File: src/rtl/frame_buffer_reader_if.sv
// frame_buffer_reader_if: SRAM read port plus flow-controlled pixel stream.
// master = reader (addr/rden/pix_* out), slave = SRAM model and pixel consumer.
interface frame_buffer_reader_if;
  logic [17:0] addr;
  logic        rden;
  logic [31:0] rd_data;
  logic [31:0] pix_data;
  logic        pix_valid;
  logic        pix_ready;
  logic [8:0]  pix_x;
  logic [7:0]  pix_y;
  logic        pix_sof;
  logic        pix_eol;

  modport master (
    output addr, rden,
    output pix_data, pix_valid,
    output pix_x, pix_y,
    output pix_sof, pix_eol,
    input  rd_data, pix_ready
  );

  modport slave (
    input  addr, rden,
    input  pix_data, pix_valid,
    input  pix_x, pix_y,
    input  pix_sof, pix_eol,
    output rd_data, pix_ready
  );
endinterface

File: src/rtl/frame_buffer_reader.sv
// frame_buffer_reader: scans one WIDTHxHEIGHT frame out of SRAM into a pixel stream.
// Ports: clk, reset (async high), pause, enable, starting_address, bus (SRAM read +
// pixel stream, master modport), done, mismatch_count. Optional pattern
// checker: define FRAME_READER_CHECK_EN, otherwise mismatch_count is tied to 0.
module frame_buffer_reader #(
  parameter int WIDTH      = 320,
  parameter int HEIGHT     = 240,
  parameter int RD_LATENCY = 2,
  parameter int FIFO_DEPTH = 4
) (
  input  logic                  clk,
  input  logic                  reset,
  input  logic                  pause,
  input  logic                  enable,
  input  logic [17:0]           starting_address,
  frame_buffer_reader_if.master bus,
  output logic                  done,
  output logic [16:0]           mismatch_count
);

  localparam int TOTAL = WIDTH * HEIGHT;
  localparam int AW    = $clog2(FIFO_DEPTH);
  localparam int NW    = AW + 1;
  localparam int CW    = $clog2(FIFO_DEPTH + RD_LATENCY + 2) + 1;

  typedef enum logic [2:0] {
    IDLE,
    READ,
    DRAIN,
    DONE,
    CLEANUP
  } state_t;

  state_t state, state_n;

  logic [16:0]           issue_idx;
  logic [RD_LATENCY-1:0] vld;
  logic [31:0]           mem [FIFO_DEPTH];
  logic [AW-1:0]         wr_ptr, rd_ptr;
  logic [NW-1:0]         count;
  logic [8:0]            x;
  logic [7:0]            y;
  logic [CW-1:0]         inflight;
  logic                  issue, push, pop, credit;
  logic                  last_issue, last_pix;

  assign bus.pix_valid = (count != '0) && !pause;
  assign bus.pix_data  = mem[rd_ptr];
  assign bus.pix_x     = x;
  assign bus.pix_y     = y;
  // Markers gated by valid so they read 0 while nothing is presented.
  assign bus.pix_sof   = bus.pix_valid && (x == '0) && (y == '0);
  assign bus.pix_eol   = bus.pix_valid && (x == 9'(WIDTH - 1));

  assign pop  = bus.pix_valid && bus.pix_ready;
  assign push = vld[RD_LATENCY-1];

  // Reads in flight (strobe register plus return pipe) and FIFO words that
  // survive this cycle's pop. Counting the pop lets a full-rate stream keep
  // issuing while the total can never exceed FIFO_DEPTH.
  always_comb begin
    inflight = CW'(bus.rden);
    for (int i = 0; i < RD_LATENCY; i++) begin
      inflight = inflight + CW'(vld[i]);
    end
    inflight = inflight + CW'(count) - CW'(pop);
  end

  assign credit     = inflight < CW'(FIFO_DEPTH);
  assign issue      = (state == READ) && !pause && credit;
  assign last_issue = issue && (issue_idx == 17'(TOTAL - 1));
  assign last_pix   = pop && (x == 9'(WIDTH - 1)) && (y == 8'(HEIGHT - 1));

  always_ff @(posedge clk or posedge reset) begin
    if (reset) state <= IDLE;
    else       state <= state_n;
  end

  always_comb begin
    state_n = state;
    unique case (state)
      IDLE:    if (enable && !pause) state_n = READ;
      READ:    if (last_issue) state_n = DRAIN;
      DRAIN:   if (last_pix) state_n = DONE;
      DONE:    state_n = CLEANUP;
      CLEANUP: if (!enable) state_n = IDLE;
      default: state_n = IDLE;
    endcase
  end

  always_ff @(posedge clk or posedge reset) begin
    if (reset) begin
      done <= 1'b0;
    end else begin
      done <= (state_n == DONE) || (state_n == CLEANUP);
    end
  end

  always_ff @(posedge clk or posedge reset) begin
    if (reset) begin
      bus.rden  <= 1'b0;
      bus.addr  <= '0;
      issue_idx <= '0;
    end else begin
      bus.rden <= issue;
      bus.addr <= issue ? starting_address + 18'(issue_idx) : '0;
      if (state == IDLE)  issue_idx <= '0;
      else if (issue)     issue_idx <= issue_idx + 17'd1;
    end
  end

  always_ff @(posedge clk or posedge reset) begin
    if (reset) begin
      vld <= '0;
    end else begin
      vld[0] <= bus.rden;
      for (int i = 1; i < RD_LATENCY; i++) begin
        vld[i] <= vld[i-1];
      end
    end
  end

  always_ff @(posedge clk or posedge reset) begin
    if (reset) begin
      for (int i = 0; i < FIFO_DEPTH; i++) begin
        mem[i] <= '0;
      end
      wr_ptr <= '0;
      rd_ptr <= '0;
      count  <= '0;
    end else begin
      if (push) begin
        mem[wr_ptr] <= bus.rd_data;
        wr_ptr      <= wr_ptr + AW'(1);
      end
      if (pop) rd_ptr <= rd_ptr + AW'(1);
      count <= count + NW'(push) - NW'(pop);
    end
  end

  always_ff @(posedge clk or posedge reset) begin
    if (reset) begin
      x <= '0;
      y <= '0;
    end else if (state == IDLE) begin
      x <= '0;
      y <= '0;
    end else if (pop) begin
      if (x == 9'(WIDTH - 1)) begin
        x <= '0;
        y <= (y == 8'(HEIGHT - 1)) ? '0 : y + 8'd1;
      end else begin
        x <= x + 9'd1;
      end
    end
  end

`ifdef FRAME_READER_CHECK_EN
  logic [16:0] out_idx;
  logic [17:0] exp_addr;
  logic [31:0] exp_word;

  assign exp_addr = starting_address + 18'(out_idx);
  assign exp_word = {6'd0, exp_addr, 8'h00};

  always_ff @(posedge clk or posedge reset) begin
    if (reset) begin
      out_idx        <= '0;
      mismatch_count <= '0;
    end else if (state == IDLE) begin
      out_idx        <= '0;
      mismatch_count <= '0;
    end else if (pop) begin
      out_idx <= out_idx + 17'd1;
      if ((bus.pix_data != exp_word) && (mismatch_count != '1)) begin
        mismatch_count <= mismatch_count + 17'd1;
      end
    end
  end
`else
  assign mismatch_count = '0;
`endif

endmodule

File: src/flat_wrapper.sv
// flat-port wrapper written by rule: the top's interface ports become plain ports
module frame_buffer_reader_flat 
#(
  parameter int WIDTH      = 320,
  parameter int HEIGHT     = 240,
  parameter int RD_LATENCY = 2,
  parameter int FIFO_DEPTH = 4
)
  (clk, reset, pause, enable, starting_address, done, mismatch_count, bus_addr, bus_rden, bus_pix_data, bus_pix_valid, bus_pix_x, bus_pix_y, bus_pix_sof, bus_pix_eol, bus_rd_data, bus_pix_ready);
  frame_buffer_reader_if bus_i ();
  input  logic clk;
  input  logic reset;
  input  logic pause;
  input  logic enable;
  input  logic [17:0] starting_address;
  output logic done;
  output logic [16:0] mismatch_count;
  output wire logic [$bits(bus_i.addr)-1:0] bus_addr;
  output wire logic [$bits(bus_i.rden)-1:0] bus_rden;
  output wire logic [$bits(bus_i.pix_data)-1:0] bus_pix_data;
  output wire logic [$bits(bus_i.pix_valid)-1:0] bus_pix_valid;
  output wire logic [$bits(bus_i.pix_x)-1:0] bus_pix_x;
  output wire logic [$bits(bus_i.pix_y)-1:0] bus_pix_y;
  output wire logic [$bits(bus_i.pix_sof)-1:0] bus_pix_sof;
  output wire logic [$bits(bus_i.pix_eol)-1:0] bus_pix_eol;
  input wire logic [$bits(bus_i.rd_data)-1:0] bus_rd_data;
  input wire logic [$bits(bus_i.pix_ready)-1:0] bus_pix_ready;
  assign bus_addr = bus_i.addr;
  assign bus_rden = bus_i.rden;
  assign bus_pix_data = bus_i.pix_data;
  assign bus_pix_valid = bus_i.pix_valid;
  assign bus_pix_x = bus_i.pix_x;
  assign bus_pix_y = bus_i.pix_y;
  assign bus_pix_sof = bus_i.pix_sof;
  assign bus_pix_eol = bus_i.pix_eol;
  assign bus_i.rd_data = bus_rd_data;
  assign bus_i.pix_ready = bus_pix_ready;
  frame_buffer_reader #(.WIDTH(WIDTH), .HEIGHT(HEIGHT), .RD_LATENCY(RD_LATENCY), .FIFO_DEPTH(FIFO_DEPTH)) u_core (.clk(clk), .reset(reset), .pause(pause), .enable(enable), .starting_address(starting_address), .bus(bus_i), .done(done), .mismatch_count(mismatch_count));
endmodule
File: config.mk
export PLATFORM = sky130hd
export DESIGN_NAME = frame_buffer_reader_flat
export DESIGN_NICKNAME = d
export VERILOG_FILES = /design/src/rtl/frame_buffer_reader_if.sv /design/src/rtl/frame_buffer_reader.sv /design/src/flat_wrapper.sv
export SDC_FILE = /design/constraint.sdc
export NUM_CORES = 1
export LEC_CHECK = 0
export CAP_MARGIN = 20
export CORE_ASPECT_RATIO = 1.25
export CORE_UTILIZATION = 25
export DETAILED_ROUTE_END_ITERATION = 8
export GPL_TIMING_DRIVEN = 0
export PLACE_DENSITY = 0.55
export SLEW_MARGIN = 15
export SYNTH_ARGS = -nofsm -noshare
export SYNTH_HDL_FRONTEND = slang
export SYNTH_SLANG_ARGS = --single-unit
File: constraint.sdc
create_clock -name clk -period 6.5 [get_ports clk]
set_input_delay 0.975 -clock clk [delete_from_list [all_inputs] [get_ports clk]]
set_output_delay 0.975 -clock clk [all_outputs]
set_load 0.005 [all_outputs]
==> results.yml, run 1 <==
worst_setup_path:
  critPathArrivalTime_ps: 3130
  endpoint_kind: "primary output"
  cp-start-kind: "register"
  cp-endpoint: "bus_pix_data[9]"
  path_cells: "clkbuf_1 > buf_1 > mux4_2 > clkdlybuf4s50_1"
  regToRegEndpoint: "u_core.done"
  reg2reg_depth: 13
  cp.depth: 4
  crit_type: "reg2out"
  worstSetupStartpoint: "u_core.rd_ptr[0]"
  crit_path_top_delay_cell: "buf_1"
  worstPathMaxFanout: 10
  slowest_delay_ps: 810
  cp_num_buf_inv: 3
  r2r_slack_ps: 2860
  crit_required_ps: 5520
  path_delay_family: "buffers and inverters"
  reg2reg_from: "u_core.count[1]"
timing:
  fmax_ghz: 0.2436
  slew_viol_final: 0
  slew_headroom: 0.3288
  finalCriticalPeriod_ps: 4105
  tightest_slew_ps: 1007
  finalHoldViolCount: 0
  final.period_utilization: 0.6315
  finalSetupViolCount: 0
  skew_ps: 19.21
  holdWs_ps: 385.0
  rsz0062_at_grt: "no"
cells_and_area:
  post-route-util: 0.3242
  area_growth_pct: 26.75
  finalNetCount: 1004
  drive_above_1_share: 0.2403
  n_antenna_cell: 0
clock_network:
  cts.sinks: 194
  postCtsHoldBufs: 0
  clock_path_buffers: 2
  clk_pin_slew_ps: 90
  cts_tree: "done"
  clk_latency_ps: 450
  post_cts_resized: 0
  cts_root_buf: "clkbuf_16"
  cts_post_setup_buffers_inserted: 0
  htreeDepth: 4
  cts_buffers: 17
floorplanning:
  initial_core_util: 0.2558
  dieArea_um2: 39220
  rows: 79
  core-area_um2: 37560
  fp.dieH_um: 221.2
  io_pins: 144
  die_w_um: 177.3
synth:
  synthesis.area_um2: 9607
  netlist_instances: 752
  synth_top_area_share: 0.5053
  yosysTopAreaCell: "dfrtp_1"
  synth-main-ff-cell: "dfrtp_1"
  synth_edf_count: 0
  ys_seq_area_frac: 0.5053
  yosysWarnings: 0
  async_reset_ff_frac: 1.000
  synth_area_leaders: "dfrtp_1, mux2_2, mux4_2"
  synth_area_per_cell_um2: 12.77
  synth.distinct_cells: 60
  ys_ff_latch: 194
place:
  gp_congestion: 0.7572
  portBuffers: 126
  hpwlAfterDp_um: 16520
run:
  maxCapViolCount: 0
grt:
  grt_antenna_before_repair: 0
  gr-total-overflow: 0
  grt_max_degree: 108
  grt_pass1_wl_um: 37030
  grt_pass1_vias: 6651
  grt_use_total: 0.1229
routing:
  vias: 6309
  drt-vias-per-instance: 4.462
  ant_nets: 0
  drc: 0
  drtIter0Drc: 249
  routed_wl_um: 23020
  drtPass1Iterations: 5
  wire_per_inst_um: 16.28
outcome:
  status: "complete, no violations"
pwr:
  power_density_nw_per_um2: 407.8
  p_leak_nw: 5.159
  ir_drop_uv: 183.1
hold_path:
  worstHoldPathType: "reg2reg"
  hp-start: "u_core.vld[0]"
==> metal layers <==
metal | vias to the layer above | GRT usage | routed length, um
met5 | - | 0 | 0
li1 | 3043 | - | -
met3 | 16 | 0.02869 | 858
met2 | 96 | 0.2143 | 12020
met4 | 0 | 0.03722 | 272
met1 | 3154 | 0.1481 | 9866
==> cell usage in the layout (no fill, tap or decap), drive strengths merged, types with 25 or more instances in the layout <==
master,count
inv,30
o21ai,25
nand2,34
ha,32
clkdlybuf4s50,126
nor2,43
buf,39
mux4,32
mux2,130
clkbuf,30
dfrtp,194
==> worst min-delay path by stage <==
stage	end	depth (start not counted)
after floorplan	u_core.vld[1]	0
after global placement	u_core.vld[1]	0
after detailed placement	u_core.vld[1]	0
after CTS	u_core.vld[1]	0
after global routing	u_core.vld[1]	0
final	u_core.vld[1]	0
==> Yosys cell counts, drive strengths merged (3+ instances only) <==
cell    number
dfrtp      194
mux2       130
nor2        43
buf         37
nand2       34
ha          32
mux4        32
o21ai       25
a21oi       23
inv         21
nand3       16
xor2        14
xnor2       13
clkbuf      12
nor3        11
and3         9
a21o         7
a211oi       6
and2         6
mux2i        6
nand2b       6
nand4        6
or3          6
nor4         4
o211ai       4
o21a         4
a31oi        3
a41oi        3
nor2b        3
nor3b        3
o21bai       3
==> area by class of cell <==
type / count / area [um2]
Inverter: 21 / 86.33
Clock buffer: 18 / 439.2
Tap cell: 486 / 608.1
Multi-Input combinational cell: 504 / 4463
Buffer: 49 / 270.3
Sequential cell: 194 / 4855
Timing Repair Buffer: 128 / 1296
Fill cell: 3767 / 25380
Clock inverter: 14 / 158.9
==> registers in the layout, indices dropped and copies added (netlist names) <==
signal / count
u_core.mem: 128
u_core.bus.addr: 18
u_core.issue_idx: 17
u_core.bus.pix_x: 9
u_core.bus.pix_y: 8
u_core.count: 3
u_core.state: 3
u_core.rd_ptr: 2
u_core.vld: 2
u_core.wr_ptr: 2
u_core.bus.rden: 1
u_core.done: 1
==> stage by stage <==
step	worst slack, ps	setup TNS [ps]	cell area (um2)	cells	total power, W
6_report	2395	0	12180	1414	0.004966
5_1_grt	2086	0	12180	1414	0.005296
4_1_cts	2157	0	12180	1414	0.005063
3_5_place_dp	1981	0	11580	1382	0.003943
3_3_place_gp	-2694	-514300	11540	1380	0.003895
2_1_floorplan	241.1	0	9667	768	0.003053
==> where the power goes <==
part           internal [W]  switching (W)  total (W)
registers           0.00168       0.000236    0.00192
clock network      0.000589       0.000507    0.00110
logic               0.00122       0.000729    0.00195
==> kinds of logic (layout without fill, tap and decap cells) <==
family,after synthesis,count (layout),synth area share
xor gates and xnor gates,27,27,0.02462
DFF,194,194,0.5053
other,1,17,0.0003904
adders and majority gates,34,34,0.04585
AOI/OAI and AO/OA,99,99,0.06825
buffers and inverters,70,230,0.03634
muxes,168,168,0.2340
and+or+nand+nor,159,159,0.08518
(Power assumes the default switching activity.)
==> run 2: changes to the inputs <==
clock period = 3.3 ns   (was 6.5 ns; I/O delays follow)
==> run 2 against run 1 <==
Compared with the run above: wire length increased by 0.66%; largest cell class unchanged; global-route usage about the same; largest power group unchanged; combinational power increased by 99%; final area increased by 1.2%; hold slack got worse by 71 ps; register-to-register slack got worse by 2700 ps.
==> results.yml, run 2 (same netlist as run 1, synthesis figures left out) <==
pwr:
  power_density_nw_per_um2: 797.8
  ir_drop_uv: 357.4
  power_w: 0.009834
  p_leak_nw: 5.228
place:
  portBuffers: 126
  gp_congestion: 0.7765
  hpwlAfterDp_um: 17010
  place_area_um2: 11660
routing:
  ant_nets: 0
  wire_per_inst_um: 16.32
  drtPass1Iterations: 4
  vias: 6464
  drc: 0
  routed_wl_um: 23170
  drtIter0Drc: 231
  drt-vias-per-instance: 4.552
worst_setup_path:
  cp_num_buf_inv: 1
  r2r_slack_ps: 120
  cp-start-kind: "register"
  slowest_delay_ps: 450
  endpoint_kind: "register"
  crit_type: "reg2reg"
  crit_path_top_delay_cell: "dfrtp_2"
  path_cells: "or3_4 > and3_4 > nand2b_1 > nand2_1 > ha_1 > a21o_1 > a21oi_2 > mux2_4 > nor2_4 > inv_1 > a41o_1 > o32a_1"
  reg2reg_depth: 12
  worstSetupStartpoint: "u_core.count[1]"
  regToRegEndpoint: "u_core.done"
  crit_required_ps: 3640
  path_delay_family: "simple AND/OR/NAND/NOR gates"
  worstPathMaxFanout: 8
  reg2reg_from: "u_core.count[1]"
  critPathArrivalTime_ps: 3520
clock_network:
  htreeDepth: 4
  cts_buffers: 17
  clock_path_buffers: 2
  cts.sinks: 194
  cts_tree: "done"
  postCtsHoldBufs: 0
  clk_latency_ps: 450
  clk_pin_slew_ps: 80
  cts_root_buf: "clkbuf_16"
cells_and_area:
  fillers: 3773
  n_antenna_cell: 0
  reg.largest.list: "u_core.mem (128), u_core.bus.addr (18), u_core.issue_idx (17)"
  layout_commonest_cell: "dfrtp_1"
  area_growth_pct: 28.30
  largest_reg_flops: 128
  largest_register: "u_core.mem"
  drive_above_1_share: 0.2570
  finalNetCount: 1010
  design_area_um2: 12330
  layout_common_cells: "dfrtp_1, mux2_2, clkdlybuf4s50_1"
outcome:
  status: "complete, no violations"
timing:
  slew_headroom: 0.2217
  skew_ps: 16.92
  finalHoldViolCount: 0
  rsz0062_at_grt: "no"
  slew_viol_final: 0
  finalSetupViolCount: 0
  fmax_ghz: 0.3149
  final.period_utilization: 0.9624
  finalCriticalPeriod_ps: 3176
  tightest_slew_ps: 1159
floorplanning:
  fp.dieH_um: 221.2
  rows: 79
  core-area_um2: 37560
  dieArea_um2: 39220
  die_w_um: 177.3
  initial_core_util: 0.2558
  io_pins: 144
grt:
  grt_pass1_vias: 6607
  grt_max_degree: 34
  grt_pass1_wl_um: 36880
  grt_antenna_before_repair: 0
  gr-total-overflow: 0
  grt_use_total: 0.1227
hold_path:
  worstHoldPathType: "in2async"
run:
  maxCapViolCount: 0
[run 2: how the worst max path moves through the flow]
| stage | to | slack [ps] | depth (start not counted) |
|---|---|---|---|
| floorplan | u_core.done | 150 | 13 |
| global placement | u_core.mem[89] | -1460 | 2 |
| detailed placement | u_core.done | -720 | 14 |
| CTS | bus_pix_data[21] | 8 | 4 |
| global route | u_core.done | 1 | 12 |
| finish | u_core.done | 120 | 12 |
[run 2: through the flow]
stage	std cells	setup slack, ps	hold slack, ps	TNS, ps	util
after floorplan	768	149.2	357.4	0	-
after global placement	1380	-1456	365.9	-294890	0.3072
after detailed placement	1386	-718.7	364.6	-17880	0.3104
after CTS	1418	8.497	285.8	0	0.3273
after global routing	1420	1.274	298.4	0	0.3281
final	1420	124.2	313.7	0	0.3281
[run 2: area by class of cell]
type | instances | area [um2] | share of cell area
buffer | 47 | 274.0 | 0.02223
clock buffer | 17 | 425.4 | 0.03451
multi-input combinational | 504 | 4482 | 0.3636
inverter | 21 | 82.58 | 0.006700
timing repair buffer | 136 | 1411 | 0.1145
clock inverter | 15 | 185.2 | 0.01502
tap | 486 | 608.1 | 0.04933
sequential | 194 | 4857 | 0.3941
[run 2: layer usage]
metal,global-route usage,part of all wire
met2,0.2108,0.52
met5,0,0
met3,0.02990,0.036
met1,0.1500,0.44
met4,0.03695,0.013
[run 2: report_power, final]
| part | leakage [nW] | switching, W | internal, W |
|---|---|---|---|
| Sequential | 2.38 | 0.000491 | 0.00332 |
| Combinational | 2.54 | 0.00142 | 0.00246 |
| Clock | 0.300 | 0.00105 | 0.00110 |
| Total | 5.23 | 0.00296 | 0.00687 |
[run 2: timing repair]
action,CTS,global route
setup buffers,1,3
endpoints found under the setup margin,50,33
gates resized for setup,17,6
pin swaps,1,2
==> run 3: changes to the inputs <==
PLACE_DENSITY = unset   (was 0.55)
PLACE_DENSITY_LB_ADDON = 0.12   (was unset)
==> run 3 against run 2 <==
Compared with the run above: flip-flop and latch count unchanged; total power increased by 0.56%; clock-buffer cell count increased by 2; fmax increased by 2.3%; largest power group unchanged; global-route usage increased by 1.0 points; die area unchanged; clock power about the same; core utilization increased by 0.14 points; clock skew decreased by 5.9 ps; first-iteration DRC count decreased by 6.5%; largest cell class unchanged; sequential power about the same.
==> results.yml, run 3 (same netlist as run 1, synthesis figures left out) <==
routing:
  vias: 6426
  drc: 0
  wire_per_inst_um: 17.20
  routed_wl_um: 24540
  drt-vias-per-instance: 4.503
  drtPass1Iterations: 6
  ant_nets: 0
  drtIter0Drc: 216
place:
  dp.cells: 1388
  gp_congestion: 0.7471
  hpwlAfterDp_um: 17540
  place_area_um2: 11700
  portBuffers: 126
floorplanning:
  core-area_um2: 37560
  dieArea_um2: 39220
  die_w_um: 177.3
  initial_core_util: 0.2558
  io_pins: 144
  fp.dieH_um: 221.2
  rows: 79
cells_and_area:
  final_cells: 1427
  drive_above_1_share: 0.2657
  reg.largest.list: "u_core.mem (128), u_core.bus.addr (18), u_core.issue_idx (17)"
  finalNetCount: 1017
  n_antenna_cell: 0
  largest_reg_flops: 128
  area_growth_pct: 28.85
  layout_common_cells: "dfrtp_1, mux2_2, clkdlybuf4s50_1"
  largest_register: "u_core.mem"
  register_area_um2: 4857
  fillers: 3813
  layout_commonest_cell: "dfrtp_1"
  design_area_um2: 12380
  multi_input_area_um2: 4477
clock_network:
  cts.sinks: 194
  cts_buffers: 17
  postCtsHoldBufs: 0
  cts_root_buf: "clkbuf_16"
  htreeDepth: 4
  clk_latency_ps: 460
  cts_tree: "done"
  clock_path_buffers: 2
  clk_pin_slew_ps: 80
grt:
  grt_max_degree: 31
  grt_pass1_vias: 6846
  gr-total-overflow: 0
  grt_antenna_before_repair: 0
  grt_pass1_wl_um: 39570
  grt_use_total: 0.1332
worst_setup_path:
  critPathArrivalTime_ps: 3450
  slowest_delay_ps: 430
  regToRegEndpoint: "u_core.done"
  cp_num_buf_inv: 1
  reg2reg_depth: 12
  crit_required_ps: 3650
  crit_type: "reg2reg"
  reg2reg_from: "u_core.count[1]"
  path_cells: "or3_1 > and3_4 > nand2b_1 > nand2_1 > ha_1 > a21o_1 > a21oi_2 > mux2_4 > nor2_4 > inv_1 > a41o_1 > o32a_1"
  cp-start-kind: "register"
  path_delay_family: "simple AND/OR/NAND/NOR gates"
  endpoint_kind: "register"
  crit_path_top_delay_cell: "dfrtp_2"
  worstPathMaxFanout: 8
  r2r_slack_ps: 200
timing:
  rsz0062_at_grt: "no"
  tightest_slew_ps: 776.1
  final.period_utilization: 0.9407
  finalCriticalPeriod_ps: 3104
  slew_headroom: 0.4826
  finalHoldViolCount: 0
  slew_viol_final: 0
  skew_ps: 11.03
  fmax_ghz: 0.3221
  finalSetupViolCount: 0
hold_path:
  holdPathEnd: "u_core.vld[1]"
  worstHoldPathType: "reg2reg"
  hp-start: "u_core.vld[0]"
  holdPathStages: 0
run:
  maxCapViolCount: 0
pwr:
  power_density_nw_per_um2: 798.9
  p_leak_nw: 5.273
  ir_drop_uv: 326.3
outcome:
  status: "complete, no violations"
run 3: worst max path at each step:
stage	end	slack, ps	depth (start not counted)	start
5_1_grt	u_core.done	20	12	u_core.count[1]
3_5_place_dp	u_core.done	-690	14	pause
3_3_place_gp	u_core.mem[123]	-1740	2	reset
6_report	u_core.done	200	12	u_core.count[1]
2_1_floorplan	u_core.done	150	13	u_core.count[1]
4_1_cts	bus_pix_data[22]	4	3	u_core.rd_ptr[0]
run 3: per-stage QoR:
stage / setup slack (ps) / hold WS, ps / power, W / TNS [ps] / utilization
final: 195.8 / 384.1 / 0.009889 / 0 / 0.3295
after global routing: 20.50 / 401.5 / 0.01059 / 0 / 0.3295
after CTS: 4.023 / 386.8 / 0.01006 / 0 / 0.3277
after detailed placement: -695.0 / 367.3 / 0.007820 / -18040 / 0.3116
after global placement: -1736 / 365.4 / 0.007754 / -349780 / 0.3072
after floorplan: 149.2 / 357.4 / 0.006014 / 0 / -
run 3: metal layers:
| layer | global-route usage | wire length (um) | up-vias |
|---|---|---|---|
| li1 | - | - | 3077 |
| met1 | 0.1640 | 10810 | 3233 |
| met2 | 0.2306 | 12720 | 98 |
| met3 | 0.02423 | 639 | 18 |
| met4 | 0.04632 | 372 | 0 |
| met5 | 0 | 0 | - |
run 3: repair_timing:
action | CTS | global route
buffers inserted | 1 | 8
endpoints found under the setup margin | 53 | 43
gates resized for setup | 14 | 12
pin swaps | 1 | 3
run 3: area by class of cell:
cell class | count | share of cell area
multi-input combinational | 504 | 0.3617
sequential | 194 | 0.3924
clock inverter | 13 | 0.01112
inverter | 21 | 0.006671
timing repair buffer | 143 | 0.1205
clock buffer | 19 | 0.03659
buffer | 47 | 0.02193
tap | 486 | 0.04913
run 3: where the power goes:
part / leakage [nW] / internal, W / switching [W]
logic: 2.60 / 0.00249 / 0.00144
clock network: 0.291 / 0.00111 / 0.00103
registers: 2.38 / 0.00332 / 0.000491
